===== config.mk =====
export PLATFORM = sky130hd
export DESIGN_NAME = i2s_tx_slave
export DESIGN_NICKNAME = d
export VERILOG_FILES = /design/src/rtl/i2s_tx_slave.sv
export SDC_FILE = /design/constraint.sdc
export NUM_CORES = 1
export LEC_CHECK = 0
export CAP_MARGIN = 20
export CORE_MARGIN = 3
export CORE_UTILIZATION = 54
export DETAILED_ROUTE_END_ITERATION = 10
export PLACE_DENSITY_LB_ADDON = 0.08
export SLEW_MARGIN = 20
export SYNTH_ARGS = -nofsm -noshare
export SYNTH_HDL_FRONTEND = slang
export SYNTH_SLANG_ARGS = --single-unit

===== constraint.sdc =====
create_clock -name bclk -period 3.07 [get_ports bclk]
set_input_delay 0.7675 -clock bclk [delete_from_list [all_inputs] [get_ports bclk]]
set_output_delay 0.7675 -clock bclk [all_outputs]
set_load 0.02 [all_outputs]

===== src/rtl/i2s_tx_slave.sv =====
// i2s_tx_slave: I2S slave transmitter that serializes stereo PCM frames onto the DAC line, MSB first.
// Frames wait in a one-deep holding buffer and load into the shifter at each left-slot start.
module i2s_tx_slave #(
    parameter int DW = 16,
    parameter int UNDERRUN_REPEAT = 0
) (
    input  logic          bclk,
    input  logic          rst,
    input  logic          lrck_i,
    input  logic          in_valid_i,
    input  logic [DW-1:0] in_l_i,
    input  logic [DW-1:0] in_r_i,
    output logic          in_ready_o,
    output logic          sdata_o,
    output logic          frame_start_o,
    output logic          underrun_o,
    output logic [15:0]   underrun_cnt_o
);
    localparam int CW = $clog2(DW);
    localparam logic [CW-1:0] LAST = CW'(DW - 1);
    typedef enum logic [1:0] {SYNC, LEFT, RIGHT} state_t;
    state_t        state_q;
    logic          lrck_q, hold_full_q;
    logic [DW-1:0] hold_l_q, hold_r_q, active_l_q, active_r_q, shreg_q;
    logic [CW-1:0] bit_cnt_q;
    logic          fall, rise;
    assign fall = lrck_q & ~lrck_i;
    assign rise = ~lrck_q & lrck_i;
    assign in_ready_o = ~hold_full_q;
    always_ff @(posedge bclk) begin
        if (rst) begin
            state_q        <= SYNC;
            lrck_q         <= 1'b0;
            hold_full_q    <= 1'b0;
            hold_l_q       <= '0;
            hold_r_q       <= '0;
            active_l_q     <= '0;
            active_r_q     <= '0;
            shreg_q        <= '0;
            bit_cnt_q      <= '0;
            frame_start_o  <= 1'b0;
            underrun_o     <= 1'b0;
            underrun_cnt_o <= '0;
        end else begin
            lrck_q        <= lrck_i;
            frame_start_o <= 1'b0;
            underrun_o    <= 1'b0;
            if (in_valid_i && !hold_full_q) begin
                hold_l_q    <= in_l_i;
                hold_r_q    <= in_r_i;
                hold_full_q <= 1'b1;
            end
            // The buffer is sampled before this edge's acceptance, so a same-edge frame waits a period.
            if (fall) begin
                state_q       <= LEFT;
                frame_start_o <= 1'b1;
                bit_cnt_q     <= LAST;
                if (hold_full_q) begin
                    active_l_q  <= hold_l_q;
                    active_r_q  <= hold_r_q;
                    hold_full_q <= 1'b0;
                    shreg_q     <= hold_l_q;
                end else begin
                    underrun_o <= 1'b1;
                    underrun_cnt_o <= (underrun_cnt_o != 16'hFFFF) ? underrun_cnt_o + 1'b1 : underrun_cnt_o;
                    shreg_q    <= (UNDERRUN_REPEAT != 0) ? active_l_q : '0;
                    active_r_q <= (UNDERRUN_REPEAT != 0) ? active_r_q : '0;
                end
            end else if (rise && state_q != SYNC) begin
                state_q   <= RIGHT;
                shreg_q   <= active_r_q;
                bit_cnt_q <= LAST;
            end else if (state_q != SYNC) begin
                shreg_q   <= {shreg_q[DW-2:0], 1'b0};
                bit_cnt_q <= (bit_cnt_q != '0) ? bit_cnt_q - 1'b1 : bit_cnt_q;
            end
        end
    end
    // Driving on the falling edge gives the one-bit I2S delay after each lrck transition.
    always_ff @(negedge bclk) sdata_o <= rst ? 1'b0 : shreg_q[DW-1];
endmodule


==> results.sh <==
export IMPL_worstSetupEndpointType="output pin"
export IMPL_ys_seq_elements=87
export IMPL_cp_start_kind="flip-flop"
export IMPL_seqCellArea_mm2=0.00174
export IMPL_path_max_fanout=1
export IMPL_ys_flop_type="dfxtp_1"
export IMPL_dp_cells=528
export IMPL_yosys_top_cells_area="dfxtp_1, nand2_1, a21oi_1"
export IMPL_finClkSkew_ns=0.0412
export IMPL_die_h_um=87.2
export IMPL_row_count=28
export IMPL_clock_sinks=87
export IMPL_initial_core_util=0.578
export IMPL_drcViolationCount=0
export IMPL_grt_overflow=0
export IMPL_gp_routability_congestion=0.837
export IMPL_holdPathStages=2
export IMPL_fin_cells=545
export IMPL_cp_depth=1
export IMPL_path_delay_family="flip-flops"
export IMPL_dr_first_iter_drc_count=179
export IMPL_die_area_mm2=0.00761
export IMPL_vias_per_cell=5.66
export IMPL_ctsHtreeMaxLevel=3
export IMPL_clock_path_buffers=2
export IMPL_grt_max_degree=64
export IMPL_tightest_slew_ns=0.701
export IMPL_synthArstFlopShare=0
export IMPL_synth_edf_count=0
export IMPL_critPathSlowestCell="dfxtp_2"
export IMPL_first_global_vias=2793
export IMPL_synth_top_cells_by_count="nand2_1, dfxtp_1, a21oi_1"
export IMPL_cts_buffers=9
export IMPL_fillers=505
export IMPL_power_density_mw_per_mm2=513
export IMPL_syn_inst=414
export IMPL_whs_ns=0.456
export IMPL_synthDominantCellAreaShare=0.489
export IMPL_irDropWorstVdd_v=0.000436
export IMPL_slew_violations=0
export IMPL_cts_setup_buffers=0
export IMPL_mappedNetlistArea_mm2=0.00356
export IMPL_rrSetupSlack_ns=1.00
export IMPL_finalSetupViolations=1
export IMPL_avgSynthCellArea_um2=8.60
export IMPL_cts_hold_buf=0
export IMPL_place_ws_ns=-0.103
export IMPL_worstSetupPathType="flip-flop to output pin"
export IMPL_antenna_found_initial=0
export IMPL_synthesis_nets=451
export IMPL_n_antenna_cell=0
export IMPL_crit_buf_inv=1
export IMPL_min_path_type="flip-flop to flip-flop"
export IMPL_violations="setup timing"
export IMPL_cts_root_buffer="clkbuf_8"
export IMPL_ff2ff_path_depth=1
export IMPL_yosys_area_share_adder=0.00351
export IMPL_multi_input_area_mm2=0.00169
export IMPL_yosys_area_share_simple=0.230
export IMPL_synth_top_family_by_area="simple AND/OR/NAND/NOR gates"
export IMPL_yosysSeqAreaShare=0.489
export IMPL_crit_chain="buf_6"
export IMPL_critPathArrivalTime_ns=2.35
export IMPL_yosysWarnings=0
export IMPL_postRouteAntennaNets=0
export IMPL_fp_coreArea_mm2=0.00617
export IMPL_synth_compound_area_frac=0.211
export IMPL_dr_pass1_iters=4
export IMPL_drv_cap=0
export IMPL_yosys_mux_area_fraction=0.0281
export IMPL_layout_drive_gt1_share=0.102
export IMPL_grt_pass1_wl_um=13400
export IMPL_vias=3082
export IMPL_gr_usage_all_layers=0.223
export IMPL_ys_types=45
export IMPL_synth_xor_area_frac=0
export IMPL_cp_slowest_stage_delay_ns=0.31
export IMPL_maxSlewHeadroom=0.529
export IMPL_required_ns=2.30
export IMPL_die_width_um=87.2
export IMPL_synth_most_common_cell="nand2_1"
export IMPL_worstSkewPairLatency_ns=0.39
export IMPL_final_hold_viol_count=0
export IMPL_rsz0062_at_grt="yes"
export IMPL_syn_to_final_growth_pct=23.8
export IMPL_wire_per_inst_um=15.0
export IMPL_p_leak_nw=1.68
export IMPL_cts_tree="built"
export IMPL_nNetsFinal=502
export IMPL_clkTransAtPathRegs_ns=0.08
export IMPL_totalWireLength_um=8200
export IMPL_outcome="finished with violations"
export IMPL_yosysTopAreaCell="dfxtp_1"
export IMPL_place_hpwl_um=5470
export IMPL_io_pins=56
export IMPL_io_buffer_count=55
export IMPL_fin_ws_ns=-0.0441
==> report_power, final <==
| group | total, W | switching, W | leakage (nW) | internal, W |
|---|---|---|---|---|
| Combinational | 0.000205 | 0.000113 | 0.857 | 0.0000926 |
| Sequential | 0.00119 | 0.0000215 | 0.708 | 0.00116 |
| Clock | 0.000871 | 0.000409 | 0.115 | 0.000462 |
==> per-stage QoR <==
step | util | instance area (µm²) | TNS (ns) | power [W]
global route | 0.715 | 4410 | -0.0721 | 0.00235
finish | 0.715 | 4410 | -0.0441 | 0.00226
detailed placement | 0.678 | 4180 | -0.103 | 0.00142
floorplan | - | 3560 | 0 | 0.00133
global placement | 0.678 | 4180 | -0.107 | 0.00142
CTS | 0.714 | 4400 | -0.0504 | 0.00228
==> final timing paths <==
check | start | end
max | sdata_o | sdata_o
min | hold_r_q[6] | hold_r_q[6]
max reg2reg | shreg_q[15] | sdata_o
min reg2reg | hold_r_q[6] | hold_r_q[6]
==> flip-flops by register name (all words and copies together), names as in the netlist <==
name,flops
active_r_q,16
hold_l_q,16
hold_r_q,16
shreg_q,16
underrun_cnt_o,16
state_q,2
frame_start_o,1
hold_full_q,1
lrck_q,1
sdata_o,1
underrun_o,1
==> cells in the final DEF (no fill, tap or decap), drive strengths merged, types with 2 or more instances in the layout <==
cell and instances:
or4 2, mux2 8, nand3 9, o41ai 2, a21oi 56, or2 2
o31ai 16, nor2 16, o21ai 2, nor4b 2, nor2b 13, nand2 89
or3 2, and3 16, nand4 2, buf 16, a211oi 16, a31oi 2
inv 5, nor4 4, clkdlybuf4s50 53, dfxtp 87, nor3 5, bufinv 2
clkbuf 9, a22o 16, clkinv 3
==> final cells by class <==
type,count,share of cell area
Tap cell,75,0.0213
Inverter,3,0.00255
Sequential cell,87,0.395
Timing Repair Buffer,69,0.148
Multi-Input combinational cell,294,0.382
Clock buffer,9,0.0281
Clock inverter,8,0.0227
==> cells by family after synthesis <==
group,after synthesis
AOI/OAI and AO/OA,116
adders and majority gates,1
buffers and inverters,33
DFF,87
muxes,9
and+or+nand+nor,168
==> timing repair <==
action                     in CTS  in global routing
gates cloned                    0                  0
resized for setup               7                  0
setup endpoints to repair       1                  1
==> per-layer routing <==
layer	GRT usage	routed length, µm	vias to the layer above
met4	0.0907	132	0
met3	0.0388	460	12
li1	-	-	1569
met1	0.327	4100	1413
met2	0.324	3500	88
met5	0	0	-
Note: power is estimated with default switching activity, not from simulation.
